==> src/rtl/audio_pkg.sv <==
// Shared audio definitions: default parameters, frame/level width helpers and the
// transmitter state enum.
package audio_pkg;

  localparam int unsigned DefSampleW   = 16;
  localparam int unsigned DefSlotW     = 32;
  localparam int unsigned DefChannels  = 2;
  localparam int unsigned DefMclkDiv   = 4;
  localparam int unsigned DefFifoDepth = 4;

  typedef enum logic [0:0] {
    StIdle,
    StRun
  } tx_state_e;

  function automatic int unsigned frame_bits(input int unsigned channels,
                                             input int unsigned slot_w);
    return channels * slot_w;
  endfunction

  // Level counters need one extra bit to represent "full".
  function automatic int unsigned level_w(input int unsigned depth);
    return $clog2(depth) + 1;
  endfunction

endpackage

==> src/rtl/audio_frame_fifo.sv <==
// Synchronous frame FIFO with registered level and ready; head word is shown on rd_data_o.
// Shared between the audio transmit and receive paths.
module audio_frame_fifo import audio_pkg::*; #(
  parameter int unsigned Width = 32,
  parameter int unsigned Depth = DefFifoDepth
) (
  input  logic                      clk_i,
  input  logic                      rst_ni,
  input  logic                      wr_i,
  input  logic [Width-1:0]          wr_data_i,
  input  logic                      rd_i,
  output logic [Width-1:0]          rd_data_o,
  output logic                      empty_o,
  output logic                      ready_o,
  output logic [level_w(Depth)-1:0] level_o
);

  localparam int unsigned PtrW   = $clog2(Depth);
  localparam int unsigned LevelW = level_w(Depth);

  logic [Width-1:0]  mem_q [Depth];
  logic [PtrW-1:0]   wr_ptr_q, rd_ptr_q;
  logic [LevelW-1:0] level_q, level_d;
  logic              ready_q, ready_d;
  logic              wr_en, rd_en;

  // A pop while full frees space only once ready_q has been re-registered.
  assign wr_en = wr_i & ready_q;
  assign rd_en = rd_i & (level_q != '0);

  always_comb begin
    level_d = level_q;
    case ({wr_en, rd_en})
      2'b10:   level_d = level_q + 1'b1;
      2'b01:   level_d = level_q - 1'b1;
      default: level_d = level_q;
    endcase
    ready_d = (level_d != LevelW'(Depth));
  end

  always_ff @(posedge clk_i or negedge rst_ni) begin
    if (!rst_ni) begin
      wr_ptr_q <= '0;
      rd_ptr_q <= '0;
      level_q  <= '0;
      ready_q  <= 1'b0;
    end else begin
      if (wr_en) wr_ptr_q <= wr_ptr_q + 1'b1;
      if (rd_en) rd_ptr_q <= rd_ptr_q + 1'b1;
      level_q <= level_d;
      ready_q <= ready_d;
    end
  end

  always_ff @(posedge clk_i) begin
    if (wr_en) mem_q[wr_ptr_q] <= wr_data_i;
  end

  assign rd_data_o = mem_q[rd_ptr_q];
  assign empty_o   = (level_q == '0);
  assign ready_o   = ready_q;
  assign level_o   = level_q;

endmodule

==> src/rtl/i2s_frame_tx.sv <==
// I2S/TDM frame transmitter: buffers whole frames and serialises them with a one-bit delay.
// Define I2S_FRAME_TX_UNDERRUN_CNT_EN to add the saturating underrun_cnt output.
module i2s_frame_tx import audio_pkg::*; #(
  parameter int unsigned SAMPLE_W   = DefSampleW,
  parameter int unsigned SLOT_W     = DefSlotW,
  parameter int unsigned CHANNELS   = DefChannels,
  parameter int unsigned MCLK_DIV   = DefMclkDiv,
  parameter int unsigned FIFO_DEPTH = DefFifoDepth
) (
  input  logic                               audio_mclk,
  input  logic                               audio_rst_n,
  input  logic                               en,
  input  logic                               s_valid,
  input  logic [CHANNELS*SAMPLE_W-1:0]       s_data,
  output logic                               s_ready,
  output logic                               audio_bclk,
  output logic                               audio_lrck,
  output logic                               audio_data,
  output logic                               underrun,
`ifdef I2S_FRAME_TX_UNDERRUN_CNT_EN
  output logic [level_w(FIFO_DEPTH)-1:0]     fifo_level,
  output logic [15:0]                        underrun_cnt
`else
  output logic [level_w(FIFO_DEPTH)-1:0]     fifo_level
`endif
);

  localparam int unsigned FrameBits = frame_bits(CHANNELS, SLOT_W);
  localparam int unsigned InW       = CHANNELS * SAMPLE_W;
  localparam int unsigned BitW      = $clog2(FrameBits);
  localparam int unsigned DivW      = $clog2(MCLK_DIV);
  localparam logic [DivW-1:0] DivLast = DivW'(MCLK_DIV - 1);
  localparam logic [DivW-1:0] DivHalf = DivW'(MCLK_DIV / 2);
  localparam logic [BitW-1:0] BitLast = BitW'(FrameBits - 1);
  localparam logic [BitW-1:0] SlotEnd = BitW'(SLOT_W);
  localparam bit              I2sMode = (CHANNELS == 2);

  tx_state_e            state_q, state_d;
  logic [DivW-1:0]      div_q, div_d;
  logic [BitW-1:0]      bit_q, bit_d;
  logic [FrameBits-1:0] shift_q, shift_d;
  logic                 bclk_q, bclk_d;
  logic                 lrck_q, lrck_d;
  logic                 data_q, data_d;
  logic                 underrun_q, underrun_d;
  logic                 load, pop, run_d;
  logic                 fifo_empty;
  logic [InW-1:0]       fifo_head;
  logic [FrameBits-1:0] frame_word;

  audio_frame_fifo #(
    .Width (InW),
    .Depth (FIFO_DEPTH)
  ) u_fifo (
    .clk_i     (audio_mclk),
    .rst_ni    (audio_rst_n),
    .wr_i      (s_valid),
    .wr_data_i (s_data),
    .rd_i      (pop),
    .rd_data_o (fifo_head),
    .empty_o   (fifo_empty),
    .ready_o   (s_ready),
    .level_o   (fifo_level)
  );

  // Left-justify each sample in its slot; an empty FIFO yields a silent frame.
  always_comb begin
    frame_word = '0;
    if (!fifo_empty) begin
      for (int ch = 0; ch < int'(CHANNELS); ch++) begin
        frame_word[FrameBits-1-ch*SLOT_W -: SAMPLE_W] = fifo_head[InW-1-ch*SAMPLE_W -: SAMPLE_W];
      end
    end
  end

  always_comb begin
    state_d = state_q;
    div_d   = div_q;
    bit_d   = bit_q;
    shift_d = shift_q;
    data_d  = data_q;
    load    = 1'b0;
    unique case (state_q)
      StIdle: begin
        div_d   = '0;
        bit_d   = '0;
        shift_d = '0;
        data_d  = 1'b0;
        if (en) state_d = StRun;
      end
      StRun: begin
        if (!en) begin
          state_d = StIdle;
          div_d   = '0;
          bit_d   = '0;
          shift_d = '0;
          data_d  = 1'b0;
        end else if (div_q == DivLast) begin
          div_d = '0;
          bit_d = (bit_q == BitLast) ? '0 : bit_q + 1'b1;
          // Crossing into frame bit 1: fetch the next frame and present its MSB.
          if (bit_q == '0) begin
            load    = 1'b1;
            data_d  = frame_word[FrameBits-1];
            shift_d = {frame_word[FrameBits-2:0], 1'b0};
          end else begin
            data_d  = shift_q[FrameBits-1];
            shift_d = {shift_q[FrameBits-2:0], 1'b0};
          end
        end else begin
          div_d = div_q + 1'b1;
        end
      end
      default: state_d = StIdle;
    endcase

    pop        = load & ~fifo_empty;
    underrun_d = load & fifo_empty;
    run_d      = (state_d == StRun);
    bclk_d     = run_d & (div_d >= DivHalf);
    lrck_d     = run_d & (I2sMode ? (bit_d >= SlotEnd) : (bit_d == '0));
  end

  always_ff @(posedge audio_mclk or negedge audio_rst_n) begin
    if (!audio_rst_n) begin
      state_q    <= StIdle;
      div_q      <= '0;
      bit_q      <= '0;
      shift_q    <= '0;
      bclk_q     <= 1'b0;
      lrck_q     <= 1'b0;
      data_q     <= 1'b0;
      underrun_q <= 1'b0;
    end else begin
      state_q    <= state_d;
      div_q      <= div_d;
      bit_q      <= bit_d;
      shift_q    <= shift_d;
      bclk_q     <= bclk_d;
      lrck_q     <= lrck_d;
      data_q     <= data_d;
      underrun_q <= underrun_d;
    end
  end

  assign audio_bclk = bclk_q;
  assign audio_lrck = lrck_q;
  assign audio_data = data_q;
  assign underrun   = underrun_q;

`ifdef I2S_FRAME_TX_UNDERRUN_CNT_EN
  logic [15:0] ucnt_q;

  always_ff @(posedge audio_mclk or negedge audio_rst_n) begin
    if (!audio_rst_n) begin
      ucnt_q <= '0;
    end else if (underrun_d && (ucnt_q != 16'hFFFF)) begin
      ucnt_q <= ucnt_q + 16'd1;
    end
  end

  assign underrun_cnt = ucnt_q;
`endif

endmodule

==> config.mk <==
export PLATFORM = sky130hd
export DESIGN_NAME = i2s_frame_tx
export DESIGN_NICKNAME = d
export VERILOG_FILES = /design/src/rtl/audio_pkg.sv /design/src/rtl/audio_frame_fifo.sv /design/src/rtl/i2s_frame_tx.sv
export SDC_FILE = /design/constraint.sdc
export NUM_CORES = 1
export LEC_CHECK = 0
export CAP_MARGIN = 20
export CORE_ASPECT_RATIO = 0.5
export CORE_MARGIN = 1
export CORE_UTILIZATION = 55
export DETAILED_ROUTE_END_ITERATION = 10
export PLACE_DENSITY = 0.74
export SYNTH_ARGS = -nofsm -noshare
export SYNTH_HDL_FRONTEND = slang
export SYNTH_SLANG_ARGS = --single-unit
==> constraint.sdc <==
create_clock -name audio_mclk -period 4 [get_ports audio_mclk]
set_input_delay 0.8 -clock audio_mclk [delete_from_list [all_inputs] [get_ports audio_mclk]]
set_output_delay 0.8 -clock audio_mclk [all_outputs]
set_load 0.02 [all_outputs]
# ---- After elaboration in Yosys (flattened, before gate mapping)
# Memories as Yosys holds them, arrays and structs flattened.
# Index checks and enable logic that the tools add are counted.
# W data, S select, Z words.
dict set report word_totals {
  ram_bits 128
  elab_cells 63
  mem_count 1
  register_bits 85
  in_bits 36
  output_inout_bits 8
}
dict set report classes {
  add_sub_neg 6
  eq_ne 6
  bitwise_logic 8
  n_lt_le_gt_ge 2
  n_reduce_logical 3
  muxes 25
}
# memory depth width read_ports rd_ports_with_merged_regs wr line
set memory_table {}
lappend memory_table {u_fifo.mem_q 4 32 1 0 1 audio_frame_fifo.sv:21} ;# logic [Width-1:0] mem_q [Depth];
# cell count
set ops {}
lappend ops {{$mux W64} 3}
lappend ops {{$pmux W64 S2} 1}
lappend ops {{$mux W16} 2}
lappend ops {{$mux W6} 3}
lappend ops {{$pmux W6 S2} 1}
lappend ops {{$mux W1} 10}
lappend ops {{$add A2 B1 Y2 const B} 3}
lappend ops {{$add A6 B1 Y6 const B} 1}
lappend ops {{$and A1 B1 Y1} 6}
lappend ops {{$eq A6 B6 Y1 const B} 1}
lappend ops {{$ge A6 B6 Y1 const B} 1}
lappend ops {{$logic_not A6 Y1} 1}
lappend ops {{$pmux W3 S2} 1}
lappend ops {{$eq A2 B2 Y1 const B} 2}
lappend ops {{$mux W2} 2}
lappend ops {{$pmux W2 S2} 1}
lappend ops {{$add A3 B1 Y3 const B} 1}
lappend ops {{$logic_not A3 Y1} 1}
lappend ops {{$ne A3 B2 Y1 const B} 1}
lappend ops {{$ne A3 B3 Y1 const B} 1}
lappend ops {{$reduce_bool A3 Y1} 1}
lappend ops {{$sub A3 B1 Y3 const B} 1}
lappend ops {{$eq A2 B1 Y1 const B} 1}
lappend ops {{$ge A2 B2 Y1 const B} 1}
lappend ops {{2 further kinds} 3}

# ---- Logic depth before layout (Yosys ltp)
# Gate-level depths: netlist (run 1).
dict set report depth {
  word_depth 10
  mapped_depth 11
  ltp_nobuf 10
}

# ---- By module
# A second synthesis (run 1) with hierarchy kept.
dict set report hier_totals {
  hier_cells 480
  area_unflattened_um2 7865.0
}
# mod seq_area_each_um2 area_per_inst_um2 instances cells_each
set by_module_without_submodules {}
lappend by_module_without_submodules {audio_frame_fifo 4043.9 5064.9 1 206}
lappend by_module_without_submodules {i2s_frame_tx 1501.4 2800.2 1 274}

# ---- Worst setup path before layout (run 1)
# OpenSTA, ideal clock, no wires.
dict set report synth_timing {
  kind {register to register}
  startpoint {register bit_q[0]}
  endpoint {register u_fifo.ready_q (netlist: u_fifo.ready_o)}
  path_buffers 1
  period_less_slack_ns 2.910
  slack_ns 1.090
  setup_time_ns 0.124
  t_arrival_ns 2.786
  stages_incl_launch_ff 12
  t_required_ns 3.876
  cell_sequence {dfrtp_1 inv_1 ha_1 or4b_1 buf_2 nor4_1 ha_1 inv_1 fa_1 xor2_1 or3_1 a211o_1}
}
dict set report synth_between {
  elab_chain_cells 10
  word_cells_on_any_way 11
  classes_between {3 x eq/ne; 5 x mux; 2 x bitwise; 1 x reduce/logical}
}
# item line
set synth_lines {}
lappend synth_lines {{start: declaration} i2s_frame_tx.sv:40} ;# logic [BitW-1:0] bit_q, bit_d;
lappend synth_lines {{start signal: assignment} i2s_frame_tx.sv:137} ;# bit_q <= bit_d;
lappend synth_lines {{$logic_not A6 Y1 (*)} i2s_frame_tx.sv:102} ;# if (bit_q == '0) begin
lappend synth_lines {{$mux W1 (*)} i2s_frame_tx.sv:102}
lappend synth_lines {{$mux W1 (*)} i2s_frame_tx.sv:98} ;# end else if (div_q == DivLast) begin
lappend synth_lines {{$mux W1 (*)} i2s_frame_tx.sv:92} ;# if (!en) begin
lappend synth_lines {{$mux W1 (*)} i2s_frame_tx.sv:83} ;# unique case (state_q)
lappend synth_lines {{$and A1 B1 Y1 (*)} i2s_frame_tx.sv:117} ;# pop = load & ~fifo_empty;
lappend synth_lines {{$and A1 B1 Y1 (*)} audio_frame_fifo.sv:29} ;# assign rd_en = rd_i & (level_q != '0);
lappend synth_lines {{via u_fifo.rd_en} audio_frame_fifo.sv:25} ;# logic wr_en, rd_en;
lappend synth_lines {{$eq A2 B1 Y1 or $eq A2 B2 Y1 (tied branches)} audio_frame_fifo.sv:33} ;# case ({wr_en, rd_en})
lappend synth_lines {{$pmux W3 S2 (*)} audio_frame_fifo.sv:33}
lappend synth_lines {{$ne A3 B3 Y1 (*)} audio_frame_fifo.sv:38} ;# ready_d = (level_d != LevelW'(Depth));
lappend synth_lines {{via u_fifo.ready_d} audio_frame_fifo.sv:24} ;# logic ready_q, ready_d;
lappend synth_lines {{end signal: assignment} audio_frame_fifo.sv:51} ;# ready_q <= ready_d;
lappend synth_lines {{end: declaration} audio_frame_fifo.sv:24}
# The timed path passes the listed nets; every way through them passes the cells marked *.
# A chain may end at the register's enable or synchronous reset.

# ---- Worst setup path in the final report (run 1)
# Same ends and word-level chain as after synthesis.

==> flow_summary_export.csv, run 1 <==
group,metric,value,unit
drt,wl_per_cell,20.1,um
setup_path,worstSetupEndpointType,"register",
setup_path,worstSetupPathType,"reg2reg",
timing,finalClockSkew,0.00959,ns
yosys,ys_ff_latch,196,
clock_network,cts_resized,0,
pwr,leakagePower,3.53,nW
cells_and_area,fin_cells,723,
drt,drt-vias-per-instance,5.81,
floorplan,die_h,86.8,um
clock_network,numClockSinks,196,
yosys,ys_seq_area_share,70.2,%
global_routing,grt_pass1_wl,23600,um
yosys,async_flop_share,34.7,%
floorplan,core.rowCount,30,
pwr,switching_share,25.1,%
floorplan,dieArea,14900,sq um
clock_network,cts_tree,"built",
drt,drc,0,
place,globalplace.congestion,0.795,
floorplan,core,13800,sq um
cells_and_area,fillers,923,
timing,drv_slew,0,
clock_network,clk_pin_slew,0.07,ns
setup_path,cp_top_family,"simple AND/OR/NAND/NOR gates",
floorplan,ios,44,
setup_path,critPathSlowestCell,"or4b_1",
yosys,synthesis.nets,517,
yosys,synth_edf_count,128,
global_routing,grt_util_all_layers,21.6,%
run_status,status,"complete, no violations",
pwr,p_int,3.88,mW
global_routing,overflow,0,
pwr,cellPowerDensity,563,nW/um^2
timing,min_period,3.11,ns
yosys,synth_top_flop_cell,"edfxtp_1",
floorplan,dieWidth,172,um
timing,fin_crit_sh,77.9,%
drt,num_vias,4199,
global_routing,grt_start_max_net_pins,49,
timing,hold_viol,0,
pwr,power_frac_comb,13.7,%
setup_path,start_kind,"register",
pwr,sequentialPowerShare,50.7,%
timing,rsz0062_at_grt,"no",
clock_network,cts_buffers,17,
clock_network,cts_hold_buf,0,
clock_network,clock_latency,0.42,ns
pwr,power.switching,1.30,mW
cells_and_area,nNetsFinal,563,
clock_network,cts_setup_buffers,0,
setup_path,worstPathArrival,3.42,ns
cells_and_area,antenna_cells,0,
timing,worst_pin_slew,0.781,ns
pwr,p_clk_share,35.6,%
place,hpwl,8410,um
flow_run,max_cap_viol_count,0,
place,port-buffer-count,43,
drt,drt_iter0_drc,302,
timing,setup_violations,0,
worst_hold_path,hold_path.class,"in2async",
cells_and_area,seq_area,5550,sq um
yosys,yosys_warnings,0,
pwr,total_power,5.17,mW
cells_and_area,multiInputGateArea,2070,sq um
setup_path,critical_path_required,4.31,ns
global_routing,antenna_found_initial,0,
yosys,syn_avg_cell_area,16.7,sq um
cells_and_area,fin_util,66.7,%
clock_network,h-tree-depth,4,
setup_path,worstPathCellList,"inv_1, ha_1, or4b_1, nor4_1, ha_1, inv_1, fa_1, xor2_1, or3_1, a211o_1",
yosys,synth.distinct_cells,34,
cells_and_area,mostFrequentLayoutCell,"edfxtp_1",
timing,relSlewSlack,47.9,%
cells_and_area,final_cell_mix,"edfxtp_1 (128), dfrtp_1 (67), clkdlybuf4s50_1 (42)",
clock_network,cts_buffer_depth,2,
place,placed_cells,691,
setup_path,cp_slowest_stage_delay,0.50,ns
setup_path,crit_fanout,4,
drt,wl,14500,um
clock_network,cts-root-buf,"clkbuf_16",
drt,ant_nets,0,
yosys,synth_cells,472,
setup_path,crit_buf_inv,2,
pwr,ir_worst_vdd,0.000276,V
timing,holdWs,0.392,ns
yosys,synth_area,7900,sq um
floorplan,start_util,57.4,%
timing,fmax,0.321,GHz
global_routing,grt_pass1_vias,4448,
cells_and_area,syn2layout_area_growth,16.2,%
cells_and_area,drive_gt1_share,20.9,%
drt,drtPass1Iterations,4,
timing,setup_tns,0,ns
-- synth_stat cells, drive strengths merged, types with 2 or more instances --
master	n	area share, %
xnor2	5	0.55
nor4	2	0.16
a22o	17	1.9
nor3	2	0.13
dfrtp	68	22
ha	8	1.3
nand2	37	1.8
edfxtp	128	49
a31oi	2	0.16
mux2i	2	0.25
nor2	6	0.28
buf	9	0.79
xor2	3	0.33
clkbuf	22	1.0
nand3	3	0.19
o211ai	63	7.8
inv	39	1.9
nand4	4	0.32
mux4	32	9.1
or3	2	0.16
and3	8	0.63
-- layout make-up --
cell class              count  share of cell area, %
well taps                 192                   2.62
multi-input cells         206                   22.5
clock inverters            14                   2.37
repair buffers             58                   5.86
inverters                  39                   1.59
clock buffers              18                   4.67
flip-flops and latches    196                   60.4
-- final timing paths --
kind,from,end,slack [ns],cells after the start
hold reg to reg,div_q[0],div_q[0],0.44,1
max in group asynchronous,audio_rst_n,shift_q[35],2.60,2
min in group audio_mclk,div_q[0],div_q[0],0.44,1
setup reg to reg,bit_q[0],u_fifo.ready_o,0.89,10
setup / recovery,bit_q[0],u_fifo.ready_o,0.89,10
hold / removal,audio_rst_n,audio_lrck,0.39,1
-- kinds of logic (layout without fill, tap and decap cells) --
logic type,count (synthesis),in the layout,share of synthesized area (%)
compound gates,86,86,10.2
xor+xnor,8,8,0.887
fa+ha+maj,9,9,1.52
buf+inv,70,129,3.69
flops,196,196,70.2
mux,35,35,9.51
simple gates,68,68,4.04
-- metrics by stage --
stage               setup slack, ns  area, sq um
finish                        0.885         9190
detailed placement            0.467         8540
CTS                           0.879         9190
global route                  0.721         9190
global placement              0.558         8540
floorplan                      1.09         7900
-- worst reg2reg max path, cell delays in order, from the launching register on --
cell	delay, ns
dfrtp_1	0.43
inv_1	0.08
ha_1	0.14
or4b_1	0.50
nor4_1	0.38
ha_1	0.26
inv_1	0.07
fa_1	0.37
xor2_1	0.16
or3_1	0.33
a211o_1	0.30
-- state kept, by name (all words and copies together) (netlist names), 2 cells and up --
name,cells
bit_q,6
u_fifo.wr_ptr_q,2
u_fifo.rd_ptr_q,2
u_fifo.level_o,3
u_fifo.mem_q,128
shift_q,47
div_q,2
-- per-layer routing --
layer / vias to the layer above / wire, um / global-route usage [%]
li1: 1900 / - / -
met1: 2192 / 6790 / 30.7
met2: 95 / 6930 / 34.9
met3: 12 / 652 / 3.84
met4: 0 / 130 / 6.33
met5: - / 0 / 0
-- power groups by stage --
stage	clock network [mW]	registers [mW]	logic, mW
2_1_floorplan	0	2.64	0.428
3_3_place_gp	0	2.65	0.702
3_5_place_dp	0	2.67	0.720
4_1_cts	1.86	2.63	0.723
5_1_grt	1.93	2.65	0.774
6_report	1.84	2.62	0.709
Note: power is estimated with default switching activity, not from simulation.
==> run 2: changes to the inputs <==
Clock period 4 ns to 3.3 ns, I/O delays scaled along.
==> run 2 against run 1 <==
  * Sequential power up 21%
  * Final cell count up 0.28%
  * Wire length down 1.0%
  * Flip-flop and latch count unchanged
  * Sequential share of layout area about the same
  * Maximum frequency up 4.6%
  * Count of clock-buffer cells in the layout unchanged
  * Highest routed layer unchanged
==> flow_summary_export.csv, run 2 (synthesis gave the netlist of run 1 again) <==
group,metric,value,unit
clock_network,cts_buffer_depth,2,
setup_path,crit_buf_inv,3,
floorplan,ios,44,
timing,fin_ws,0.321,ns
drt,num_vias,4242,
timing,rsz0062_at_grt,"no",
timing,setup_violations,0,
cells_and_area,drive_gt1_share,21.2,%
drt,wl_per_cell,19.8,um
cells_and_area,antenna_cells,0,
clock_network,cts_hold_buf,0,
pwr,ir_worst_vdd,0.000322,V
cells_and_area,reg_top3,"u_fifo.mem_q (128), shift_q (47), bit_q (6)",
place,postPlaceCellArea,8570,sq um
floorplan,start_util,57.4,%
setup_path,worstPathArrival,3.29,ns
drt,ant_nets,0,
clock_network,cts_tree,"built",
clock_network,h-tree-depth,4,
cells_and_area,fin_cells,725,
timing,fin_crit_sh,90.3,%
cells_and_area,final_cell_mix,"edfxtp_1 (128), dfrtp_1 (67), clkdlybuf4s50_1 (42)",
cells_and_area,mostFrequentLayoutCell,"edfxtp_1",
cells_and_area,fin_util,66.7,%
flow_run,max_cap_viol_count,0,
floorplan,die_h,86.8,um
cells_and_area,largest_reg_flops,128,
cells_and_area,design_area,9190,sq um
place,place_ws,0.176,ns
place,hpwl,8220,um
clock_network,clk_pin_slew,0.08,ns
timing,fmax,0.336,GHz
drt,drtPass1Iterations,4,
clock_network,cts_resized,0,
timing,setup_tns,0,ns
pwr,cellPowerDensity,674,nW/um^2
setup_path,cp_slowest_stage_delay,0.49,ns
global_routing,grt_start_max_net_pins,69,
place,port-buffer-count,43,
floorplan,core.rowCount,30,
drt,drt-vias-per-instance,5.85,
clock_network,cts_buffers,17,
pwr,leakagePower,3.53,nW
setup_path,cp_top_family,"simple AND/OR/NAND/NOR gates",
drt,wl,14400,um
drt,drc,0,
timing,finalClockSkew,0.0104,ns
setup_path,worstPathCellList,"inv_1, ha_1, or4b_1, nor4_1, buf_4, ha_1, inv_1, fa_1, xor2_1, or3_1, a211o_1",
clock_network,cts-root-buf,"clkbuf_16",
setup_path,worst_r2r_path_depth,11,
setup_path,reg2reg_to,"u_fifo.ready_o",
timing,relSlewSlack,60.4,%
floorplan,dieArea,14900,sq um
clock_network,numClockSinks,196,
setup_path,timing.rr.start,"bit_q[0]",
cells_and_area,nNetsFinal,565,
setup_path,critPathSlowestCell,"or4b_1",
run_status,status,"complete, no violations",
place,placed_cells,693,
setup_path,worstSetupEndpointType,"register",
setup_path,crit_fanout,4,
setup_path,start_kind,"register",
global_routing,grt_pass1_wl,23500,um
pwr,total_power,6.20,mW
timing,drv_slew,0,
timing,holdWs,0.218,ns
timing,worst_pin_slew,0.594,ns
setup_path,critical_path_required,3.61,ns
global_routing,antenna_found_initial,0,
clock_network,clock_latency,0.43,ns
drt,drt_iter0_drc,324,
place,globalplace.congestion,0.749,
global_routing,grt_util_all_layers,21.4,%
clock_network,cts_setup_buffers,0,
global_routing,overflow,0,
cells_and_area,largest_register,"u_fifo.mem_q",
setup_path,reg2reg_slack,0.32,ns
floorplan,core,13800,sq um
global_routing,grt_pass1_vias,4352,
setup_path,worstSetupPathType,"reg2reg",
timing,min_period,2.98,ns
floorplan,dieWidth,172,um
cells_and_area,syn2layout_area_growth,16.3,%
timing,hold_viol,0,
worst_hold_path,hold_path.class,"in2async",
-- run 2: cell types whose count changed in the layout (fill, tap and decap cells not counted), sizes merged --
cell,change
inv,+2
buf,+2
clkinv,-1
bufinv,-1
-- run 2: worst max path at each step --
stage	startpoint	end	slack [ns]	cells past startpoint
2_1_floorplan	bit_q[0]	u_fifo.ready_o	0.39	11
3_3_place_gp	en	u_fifo.ready_o	0.21	10
3_5_place_dp	en	u_fifo.ready_o	0.18	10
4_1_cts	bit_q[0]	u_fifo.ready_o	0.33	11
5_1_grt	bit_q[0]	u_fifo.ready_o	0.16	11
6_report	bit_q[0]	u_fifo.ready_o	0.32	11
-- run 2: worst register-to-register path: stages (launching register included) --
cell and delay (ns):
dfrtp_1 0.42, inv_1 0.08, ha_1 0.13, or4b_1 0.49, nor4_1 0.21, buf_4 0.16, ha_1 0.17, inv_1 0.06
fa_1 0.37, xor2_1 0.15, or3_1 0.33, a211o_1 0.30
-- run 2: power by group --
group / total, mW / switching (mW) / internal (mW)
logic: 0.858 / 0.512 / 0.346
registers: 3.16 / 0.117 / 3.04
clock network: 2.18 / 0.939 / 1.24
-- run 2: area by class of cell --
cell class	count	area, sq um
multi-input combinational	206	2070
fill	937	4590
clock buffer	18	439
sequential	196	5550
timing repair buffer	60	566
clock inverter	14	184
tap	192	240
inverter	39	146
-- run 2: metal layers --
layer	wire [um]	GRT usage (%)	part of all wire, %
met1	6660	31.3	46
met2	6870	33.0	48
met3	623	3.84	4.3
met4	194	7.55	1.4
met5	0	0	0
==> run 3: changes to the inputs <==
Settings changed: CTS_BUF_LIST set to sky130_fd_sc_hd__clkbuf_4.
==> run 3 against run 2 <==
  * Critical path depth stayed put
  * Flip-flop and latch count is the same
  * Maximum frequency down 0.21%
  * Register-to-register slack barely moved
  * Clock skew increased by 0.016 ns
  * Non-clock buffer count is the same
  * Hold slack got worse by 0.16 ns
  * Final cell count is the same
  * Count of clock-buffer cells in the layout fell by 1
  * Clock power decreased by 36%
  * Critical path type unchanged
==> flow_summary_export.csv, run 3 (synthesis gave the netlist of run 1 again) <==
group,metric,value,unit
run_status,status,"complete, no violations",
cells_and_area,fin_util,64.5,%
floorplan,core.rowCount,30,
setup_path,worstSetupEndpointType,"register",
cells_and_area,largest_reg_flops,128,
drt,drtPass1Iterations,5,
timing,rsz0062_at_grt,"no",
drt,drt-vias-per-instance,5.74,
flow_run,max_cap_viol_count,0,
cells_and_area,syn2layout_area_growth,12.4,%
place,postPlaceCellArea,8570,sq um
pwr,switching_share,27.2,%
floorplan,start_util,57.4,%
drt,num_vias,4164,
timing,hold_viol,0,
timing,fin_crit_sh,90.5,%
place,place_ws,0.176,ns
cells_and_area,largest_register,"u_fifo.mem_q",
drt,wl_per_cell,19.2,um
clock_network,h-tree-depth,4,
cells_and_area,fillers,987,
cells_and_area,mostFrequentLayoutCell,"edfxtp_1",
clock_network,cts_hold_buf,0,
clock_network,cts-root-buf,"clkbuf_4",
global_routing,grt_util_all_layers,20.8,%
place,placed_cells,693,
clock_network,clock_latency,0.57,ns
pwr,sequentialPowerShare,58.4,%
clock_network,cts_resized,0,
timing,fin_ws,0.315,ns
floorplan,dieWidth,172,um
pwr,p_int,3.93,mW
drt,wl,13900,um
global_routing,grt_pass1_vias,4234,
timing,fmax,0.335,GHz
global_routing,overflow,0,
timing,worst_pin_slew,0.590,ns
setup_path,crit_fanout,4,
place,globalplace.congestion,0.749,
floorplan,ios,44,
drt,drc,0,
drt,ant_nets,0,
setup_path,worstSetupPathType,"reg2reg",
setup_path,worstPathArrival,3.45,ns
cells_and_area,design_area,8880,sq um
floorplan,core,13800,sq um
clock_network,cts_tree,"built",
clock_network,numClockSinks,196,
cells_and_area,reg_top3,"u_fifo.mem_q (128), shift_q (47), bit_q (6)",
timing,relSlewSlack,60.7,%
global_routing,antenna_found_initial,0,
clock_network,cts_setup_buffers,0,
global_routing,grt_start_max_net_pins,69,
timing,setup_tns,0,ns
clock_network,cts_buffer_depth,2,
setup_path,reg2reg_slack,0.31,ns
timing,drv_slew,0,
pwr,ir_worst_vdd,0.000330,V
pwr,leakagePower,3.40,nW
floorplan,die_h,86.8,um
cells_and_area,antenna_cells,0,
cells_and_area,fin_cells,725,
cells_and_area,nNetsFinal,565,
clock_network,clk_pin_slew,0.17,ns
place,hpwl,8220,um
global_routing,grt_pass1_wl,22800,um
timing,finalClockSkew,0.0266,ns
timing,setup_violations,0,
pwr,cellPowerDensity,608,nW/um^2
worst_hold_path,hold_path.class,"in2async",
pwr,power_frac_comb,15.7,%
cells_and_area,final_cell_mix,"edfxtp_1 (128), dfrtp_1 (67), clkdlybuf4s50_1 (42)",
setup_path,start_kind,"register",
pwr,power.switching,1.47,mW
clock_network,cts_buffers,17,
setup_path,critical_path_required,3.77,ns
floorplan,dieArea,14900,sq um
timing,min_period,2.99,ns
drt,drt_iter0_drc,294,
cells_and_area,drive_gt1_share,21.0,%
place,port-buffer-count,43,
pwr,p_clk_share,25.9,%
==> run 3: cell types whose count changed in the layout (fill, tap and decap cells not counted), sizes merged <==
cell / delta
clkbuf: -1
clkinv: +1
==> run 3: path summary, 6_finish.rpt <==
| path | startpoint | end | cells past startpoint |
|---|---|---|---|
| setup / recovery | bit_q[0] | u_fifo.ready_o | 11 |
| hold / removal | audio_rst_n | bit_q[5] | 2 |
| setup reg to reg | bit_q[0] | u_fifo.ready_o | 11 |
| hold reg to reg | div_q[0] | div_q[0] | 1 |
| max in group asynchronous | audio_rst_n | shift_q[39] | 2 |
| min in group audio_mclk | div_q[0] | div_q[0] | 1 |
==> run 3: worst max-delay path, stage by stage, from the launching register on <==
cell and delay, ns:
dfrtp_1 0.45, inv_1 0.08, ha_1 0.13, or4b_1 0.49, nor4_1 0.20, buf_4 0.16, ha_1 0.17, inv_1 0.06
fa_1 0.37, xor2_1 0.15, or3_1 0.33, a211o_1 0.30
==> run 3: final cells by class <==
cell class                 instances  area, sq um  area share (%)
multi-input combinational        206         2070            23.3
tap                              192          240            2.70
timing repair buffer              60          566            6.37
sequential                       196         5550            62.5
clock inverter                    15          188            2.11
clock buffer                      17          128            1.44
inverter                          39          146            1.65
==> run 3: layer usage <==
metal | track usage [%] | part of all wire, %
met5 | 0 | 0
met4 | 6.25 | 0.68
met3 | 4.11 | 4.2
met2 | 31.5 | 46
met1 | 31.1 | 49
==> run 3: power groups by stage <==
| stage | Sequential (mW) | Combinational [mW] | Clock (mW) |
|---|---|---|---|
| 6_report | 3.15 | 0.850 | 1.40 |
| 4_1_cts | 3.16 | 0.876 | 1.42 |
| 3_5_place_dp | 3.21 | 0.875 | 0 |
| 2_1_floorplan | 3.20 | 0.519 | 0 |
| 5_1_grt | 3.19 | 0.938 | 1.50 |
| 3_3_place_gp | 3.19 | 0.862 | 0 |
==> run 3: metrics by stage <==
step / hold slack [ns] / power [mW]
after floorplan: 0.364 / 3.72
after global routing: 0.0665 / 5.63
after detailed placement: 0.435 / 4.09
after CTS: 0.0690 / 5.45
final: 0.0578 / 5.40
after global placement: 0.421 / 4.05
